File: config.mk
export PLATFORM = sky130hd
export DESIGN_NAME = pcu_brush_flat
export DESIGN_NICKNAME = d
export VERILOG_FILES = /design/src/rtl/pcu_brush_if.sv /design/src/rtl/pcu_brush.sv /design/src/flat_wrapper.sv
export SDC_FILE = /design/constraint.sdc
export NUM_CORES = 1
export LEC_CHECK = 0
export CAP_MARGIN = 10
export CORE_MARGIN = 2
export CORE_UTILIZATION = 35
export CTS_CLUSTER_SIZE = 8
export DETAILED_ROUTE_END_ITERATION = 8
export MAX_ROUTING_LAYER = met4
export PLACE_DENSITY = 0.6
export SYNTH_ARGS = -nofsm -noshare
export SYNTH_HDL_FRONTEND = slang
export SYNTH_SLANG_ARGS = --single-unit
File: constraint.sdc
create_clock -name clk -period 3.9 [get_ports clk]
set_clock_uncertainty 0.05 [all_clocks]
set_input_delay 0.78 -clock clk [delete_from_list [all_inputs] [get_ports clk]]
set_output_delay 0.78 -clock clk [all_outputs]
set_load 0.005 [all_outputs]
File: src/rtl/pcu_brush_if.sv
// Paint control unit bus: control levels/pulses in, VRAM write port and cursor out.
interface pcu_brush_if #(
    parameter int unsigned XW = 8,
    parameter int unsigned YW = 7,
    parameter int unsigned CW = 12
);
    logic [3:0]       dir;
    logic             draw;
    logic             erase;
    logic [1:0]       bsize;
    logic             clr;
    logic [CW-1:0]    colour;
    logic [XW+YW-1:0] waddr;
    logic [CW-1:0]    wdata;
    logic             we;
    logic [XW-1:0]    cur_x;
    logic [YW-1:0]    cur_y;
    logic             busy;

    modport master (
        output dir, draw, erase, bsize, clr, colour,
        input  waddr, wdata, we, cur_x, cur_y, busy
    );

    modport slave (
        input  dir, draw, erase, bsize, clr, colour,
        output waddr, wdata, we, cur_x, cur_y, busy
    );
endinterface

File: src/rtl/pcu_brush.sv
// Paint control unit: cursor with hold-to-repeat, square brush strokes and full
// canvas clear, emitting one registered VRAM write per cycle.
module pcu_brush #(
    parameter int unsigned XW            = 8,
    parameter int unsigned YW            = 7,
    parameter int unsigned CW            = 12,
    parameter int unsigned REPEAT_DELAY  = 25000000,
    parameter int unsigned REPEAT_PERIOD = 5000000,
    parameter int unsigned WRAP          = 0
) (
    input logic         clk,
    input logic         rst,
    pcu_brush_if.slave  bus
);
    localparam int unsigned AW   = XW + YW;
    localparam int unsigned CNTW = 32;
    localparam int unsigned XPW  = XW + 1;
    localparam int unsigned YPW  = YW + 1;
    localparam logic [XW-1:0]   X_MAX      = '1;
    localparam logic [YW-1:0]   Y_MAX      = '1;
    localparam logic [XW-1:0]   X_MID      = XW'(1 << (XW - 1));
    localparam logic [YW-1:0]   Y_MID      = YW'(1 << (YW - 1));
    localparam logic [CNTW-1:0] CNT_DELAY  = CNTW'(REPEAT_DELAY);
    localparam logic [CNTW-1:0] CNT_RELOAD = CNTW'(REPEAT_DELAY - REPEAT_PERIOD + 1);

    typedef enum logic [1:0] {IDLE, PAINT, CLEAR} state_t;
    state_t state, next_state;

    logic [3:0]      dir_q;
    logic [CNTW-1:0] cnt_x, cnt_y, cnt_x_nxt, cnt_y_nxt;
    logic [XW-1:0]   cur_x, x_nxt;
    logic [YW-1:0]   cur_y, y_nxt;
    logic            mv_l, mv_r, mv_u, mv_d;

    logic [XW-1:0]   ox;
    logic [YW-1:0]   oy;
    logic [1:0]      side_m1, i_cnt, j_cnt;
    logic [CW-1:0]   pcol;
    logic [AW-1:0]   caddr;
    logic [XPW-1:0]  px;
    logic [YPW-1:0]  py;

    logic [AW-1:0]   waddr, nxt_addr;
    logic [CW-1:0]   wdata, nxt_data;
    logic            we, nxt_we, busy, nxt_busy;

    // One axis of movement: step on press edge, then after the delay, then every period.
    function automatic void axis_step(
        input  logic            neg,
        input  logic            pos,
        input  logic            neg_q,
        input  logic            pos_q,
        input  logic [CNTW-1:0] cnt,
        output logic            mv_neg,
        output logic            mv_pos,
        output logic [CNTW-1:0] cnt_nxt
    );
        logic held;
        logic step;
        mv_neg  = 1'b0;
        mv_pos  = 1'b0;
        cnt_nxt = '0;
        held    = 1'b0;
        step    = 1'b0;
        if (neg ^ pos) begin
            held = neg ? neg_q : pos_q;
            if (!held) begin
                step    = 1'b1;
                cnt_nxt = CNTW'(1);
            end else if (cnt == CNT_DELAY) begin
                step    = 1'b1;
                cnt_nxt = CNT_RELOAD;
            end else begin
                cnt_nxt = cnt + CNTW'(1);
            end
            mv_neg = step & neg;
            mv_pos = step & pos;
        end
    endfunction

    always_comb begin
        axis_step(bus.dir[2], bus.dir[3], dir_q[2], dir_q[3], cnt_x, mv_l, mv_r, cnt_x_nxt);
        axis_step(bus.dir[0], bus.dir[1], dir_q[0], dir_q[1], cnt_y, mv_u, mv_d, cnt_y_nxt);

        x_nxt = cur_x;
        if (mv_r) begin
            x_nxt = (cur_x == X_MAX) ? ((WRAP != 0) ? '0 : X_MAX) : cur_x + XW'(1);
        end else if (mv_l) begin
            x_nxt = (cur_x == '0) ? ((WRAP != 0) ? X_MAX : '0) : cur_x - XW'(1);
        end

        y_nxt = cur_y;
        if (mv_d) begin
            y_nxt = (cur_y == Y_MAX) ? ((WRAP != 0) ? '0 : Y_MAX) : cur_y + YW'(1);
        end else if (mv_u) begin
            y_nxt = (cur_y == '0) ? ((WRAP != 0) ? Y_MAX : '0) : cur_y - YW'(1);
        end
    end

    // Brush pixel position; the extra top bit flags a pixel past the canvas edge.
    assign px = {1'b0, ox} + XPW'(i_cnt);
    assign py = {1'b0, oy} + YPW'(j_cnt);

    always_ff @(posedge clk) begin
        if (rst) state <= IDLE;
        else     state <= next_state;
    end

    always_comb begin
        next_state = state;
        nxt_we     = 1'b0;
        nxt_busy   = 1'b0;
        nxt_addr   = waddr;
        nxt_data   = wdata;
        case (state)
            IDLE: begin
                if (bus.clr)       next_state = CLEAR;
                else if (bus.draw) next_state = PAINT;
            end
            PAINT: begin
                nxt_busy = 1'b1;
                if (!px[XW] && !py[YW]) begin
                    nxt_we   = 1'b1;
                    nxt_addr = {py[YW-1:0], px[XW-1:0]};
                    nxt_data = pcol;
                end
                if (i_cnt == side_m1 && j_cnt == side_m1) next_state = IDLE;
            end
            CLEAR: begin
                nxt_busy = 1'b1;
                nxt_we   = 1'b1;
                nxt_addr = caddr;
                nxt_data = '0;
                if (caddr == '1) next_state = IDLE;
            end
            default: next_state = IDLE;
        endcase
    end

    always_ff @(posedge clk) begin
        if (rst) begin
            dir_q   <= '0;
            cnt_x   <= '0;
            cnt_y   <= '0;
            cur_x   <= X_MID;
            cur_y   <= Y_MID;
            ox      <= '0;
            oy      <= '0;
            side_m1 <= '0;
            pcol    <= '0;
            i_cnt   <= '0;
            j_cnt   <= '0;
            caddr   <= '0;
            waddr   <= '0;
            wdata   <= '0;
            we      <= 1'b0;
            busy    <= 1'b0;
        end else begin
            dir_q <= bus.dir;
            cnt_x <= cnt_x_nxt;
            cnt_y <= cnt_y_nxt;
            cur_x <= x_nxt;
            cur_y <= y_nxt;
            waddr <= nxt_addr;
            wdata <= nxt_data;
            we    <= nxt_we;
            busy  <= nxt_busy;
            case (state)
                IDLE: begin
                    caddr <= '0;
                    i_cnt <= '0;
                    j_cnt <= '0;
                    // Stroke parameters are frozen here for the whole stroke.
                    if (bus.draw) begin
                        ox      <= cur_x;
                        oy      <= cur_y;
                        side_m1 <= bus.bsize;
                        pcol    <= bus.erase ? '0 : bus.colour;
                    end
                end
                PAINT: begin
                    if (i_cnt == side_m1) begin
                        i_cnt <= '0;
                        j_cnt <= j_cnt + 2'd1;
                    end else begin
                        i_cnt <= i_cnt + 2'd1;
                    end
                end
                CLEAR: caddr <= caddr + AW'(1);
                default: ;
            endcase
        end
    end

    assign bus.waddr = waddr;
    assign bus.wdata = wdata;
    assign bus.we    = we;
    assign bus.busy  = busy;
    assign bus.cur_x = cur_x;
    assign bus.cur_y = cur_y;
endmodule

File: src/flat_wrapper.sv
// flat-port wrapper written by rule: the top's interface ports become plain ports
module pcu_brush_flat 
#(
    parameter int unsigned XW            = 8,
    parameter int unsigned YW            = 7,
    parameter int unsigned CW            = 12,
    parameter int unsigned REPEAT_DELAY  = 25000000,
    parameter int unsigned REPEAT_PERIOD = 5000000,
    parameter int unsigned WRAP          = 0
)
  (clk, rst, bus_dir, bus_draw, bus_erase, bus_bsize, bus_clr, bus_colour, bus_waddr, bus_wdata, bus_we, bus_cur_x, bus_cur_y, bus_busy);
  pcu_brush_if #(.XW(XW), .YW(YW), .CW(CW)) bus_i ();
  input logic clk;
  input logic rst;
  input wire logic [$bits(bus_i.dir)-1:0] bus_dir;
  input wire logic [$bits(bus_i.draw)-1:0] bus_draw;
  input wire logic [$bits(bus_i.erase)-1:0] bus_erase;
  input wire logic [$bits(bus_i.bsize)-1:0] bus_bsize;
  input wire logic [$bits(bus_i.clr)-1:0] bus_clr;
  input wire logic [$bits(bus_i.colour)-1:0] bus_colour;
  output wire logic [$bits(bus_i.waddr)-1:0] bus_waddr;
  output wire logic [$bits(bus_i.wdata)-1:0] bus_wdata;
  output wire logic [$bits(bus_i.we)-1:0] bus_we;
  output wire logic [$bits(bus_i.cur_x)-1:0] bus_cur_x;
  output wire logic [$bits(bus_i.cur_y)-1:0] bus_cur_y;
  output wire logic [$bits(bus_i.busy)-1:0] bus_busy;
  assign bus_i.dir = bus_dir;
  assign bus_i.draw = bus_draw;
  assign bus_i.erase = bus_erase;
  assign bus_i.bsize = bus_bsize;
  assign bus_i.clr = bus_clr;
  assign bus_i.colour = bus_colour;
  assign bus_waddr = bus_i.waddr;
  assign bus_wdata = bus_i.wdata;
  assign bus_we = bus_i.we;
  assign bus_cur_x = bus_i.cur_x;
  assign bus_cur_y = bus_i.cur_y;
  assign bus_busy = bus_i.busy;
  pcu_brush #(.XW(XW), .YW(YW), .CW(CW), .REPEAT_DELAY(REPEAT_DELAY), .REPEAT_PERIOD(REPEAT_PERIOD), .WRAP(WRAP)) u_core (.clk(clk), .rst(rst), .bus(bus_i));
endmodule
==> flow_metrics.tcl <==
set metrics [dict create \
    avgViaCountPerCell 5.30 \
    route.met2.wl_mm 9.54 \
    avgSynthCellArea_um2 8.13 \
    insertion_delay_ps 430 \
    grt_pass1_vias 6837 \
    path_clk_slew_ps 70 \
    grt_use_total_pct 17.3 \
    drt_wl_total_mm 20.7 \
    worstHoldPathType "register to register" \
    vias 7383 \
    synth-seq-area-share_pct 39.0 \
    ys.flop_type "dfxtp_1" \
    cp_data_required_time_ps 4160 \
    dp_cells 1359 \
    path_class "register to register" \
    cp_data_arrival_time_ps 2970 \
    clockBufferDepth 2 \
    ys_ff_latch 162 \
    wl_per_cell_um 14.9 \
    crit_path_start_kind "register" \
    cts_root_buffer "clkbuf_16" \
    place.detailed.hpwl_mm 14.5 \
    synth_most_common_cell "dfxtp_1" \
    dp_slack_ps 953 \
    period_share_pct 69.5 \
    antenna_found_initial 2 \
    setup_ws_ps 1190 \
    synth_edf_count 0 \
    final_cells 1393 \
    cts_tree "built" \
    ir_drop_mv 0.270 \
    drcViolationCount 0 \
    rows 56 \
    final.setup.tns_ps 0 \
    drt_iter0_drc 486 \
    io_buffers 66 \
    finalMaxSlewViolations 0 \
    syn2layout_area_growth_pct 17.5 \
    synthCells 1023 \
    start_util_pct 35.5 \
    register_area_um2 3240 \
    clock-sinks 162 \
    syn_nets 1066 \
    yosysWarnings 0 \
    io-pin-count 67 \
    ctsResizeCount 0 \
    nNetsFinal 1102 \
    cap_violations 0 \
    setup_viol 0 \
    finalCriticalPeriod_ps 2710 \
    ys_top_cells_by_count "162 x dfxtp_1, 113 x nand2_1, 91 x nor2_1" \
    multi_input_area_um2 4680 \
    grt_max_degree 41 \
    finalHoldViolCount 0 \
    synthDistinctLibCells 69 \
    ctsHoldBuffers 0 \
    max_clock_freq_mhz 369 \
    gp_congestion 0.836 \
    die_w_um 158 \
    fp.dieH_um 158 \
    grt.overflow.total 0 \
    relSlewSlack_pct 26.7 \
    firstDrtPassIters 5 \
    status "finished clean" \
    end_kind "register" \
    rsz0062_at_grt "no" \
    synth_top_cell_by_area "dfxtp_1" \
    grt_pass1_wl_mm 34.0 \
    async_flop_share_pct 0 \
    cts_setup_buffers 0 \
    tightest_slew_ps 1100 \
    top_layer "met4" \
    core_area_um2 23400 \
    whs_ps 403 \
    synth_top_area_share_pct 39.0 \
    synthesis.area_um2 8320 \
    p_leak_nw 3.17 \
    cts_buffers 17 \
    synthTopCellsByArea "dfxtp_1 39%, a21oi_1 5.4%, nand2_1 5.1%" \
    antenna_left 0 \
    fill_cells 2375 \
    cts.htree.levels 4 \
    p_per_area_nw_per_um2 425 \
    worst-path-max-fanout 18 \
    wl_met3_um 892 \
    drive_gt1_share_pct 5.50 \
    dieArea_um2 25000 \
    wl_met1_mm 10.1 \
]
## sequential cells by signal, summed over array words and instances, names as in the netlist
register,flops
u_core.bus.busy,1
u_core.oy,7
u_core.cnt_y,32
u_core.cnt_x,32
u_core.bus.waddr,15
u_core.bus.cur_y,7
u_core.i_cnt,2
u_core.bus.cur_x,8
u_core.pcol,12
u_core.j_cnt,2
u_core.dir_q,4
u_core.ox,8
u_core.state,2
u_core.caddr,15
u_core.bus.we,1
u_core.bus.wdata,12
u_core.side_m1,2
## per-stage QoR
step / utilization, % / total power [W] / cell area [um2]
4_1_cts: 41.7 / 0.00419 / 9770
3_3_place_gp: 39.3 / 0.00254 / 9200
6_report: 41.8 / 0.00415 / 9770
3_5_place_dp: 39.3 / 0.00254 / 9200
5_1_grt: 41.8 / 0.00435 / 9770
2_1_floorplan: - / 0.00228 / 8320
## metal layers
layer  global-route usage, %  up-vias
met2                    27.6      135
met3                    3.75       20
met5                       -        -
met4                    4.68        0
met1                    22.2     3472
li1                        -     3756
## cells in the final DEF (no fill, tap or decap), drive strengths merged, types with 8 or more instances in the layout
cell type	instances
and3	17
nor4b	11
nand3b	19
nor4	26
nand4	30
mux2i	8
and4	11
clkdlybuf4s50	65
and2	10
dfxtp	162
nor2	91
nand2b	12
buf	10
or3	12
or4	11
ha	18
a31oi	12
nand2	114
clkbuf	18
nand3	48
o211ai	13
nor2b	9
o21ai	33
a22oi	14
xor2	17
xnor2	43
nor3	27
inv	46
a21oi	90
o31ai	8
## worst max-delay path, stage by stage, from the launching register on
cell and delay [ps]:
dfxtp_1 400, ha_1 190, inv_1 60, fa_1 420, nand3b_1 200, o21ai_0 530
o22ai_2 420, o211ai_1 240, a21oi_1 90
## layout make-up
class / count / area share (%)
multi-input cells: 764 / 47.9
flip-flops and latches: 162 / 33.2
repair buffers: 75 / 7.42
clock buffers: 18 / 4.39
well taps: 319 / 4.08
inverters: 39 / 1.50
clock inverters: 14 / 1.47
diodes: 2 / 0.0512
## worst paths after layout
kind / start / endpoint / slack, ps / depth (start not counted)
setup reg to reg: u_core.i_cnt[0] / u_core.bus.waddr[10] / 1190 / 8
setup / recovery: u_core.i_cnt[0] / u_core.bus.waddr[10] / 1190 / 8
hold / removal: u_core.bus.waddr[7] / u_core.bus.waddr[7] / 400 / 2
hold reg to reg: u_core.bus.waddr[7] / u_core.bus.waddr[7] / 400 / 2
## power breakdown
group	switching [W]	leakage, nW	internal (W)
Combinational	0.000402	1.58	0.000281
Sequential	0.0000914	1.31	0.00173
Clock	0.000743	0.274	0.000900
Total	0.00124	3.17	0.00291
## cells by family after synthesis
group	count (synthesis)	synth area share [%]
muxes	11	1.37
xor gates and xnor gates	60	6.32
DFF	162	39.0
adders and majority gates	20	3.19
and+or+nand+nor	461	29.5
buffers and inverters	97	4.71
AOI/OAI and AO/OA	212	15.9
Note: power is estimated with default switching activity, not from simulation.
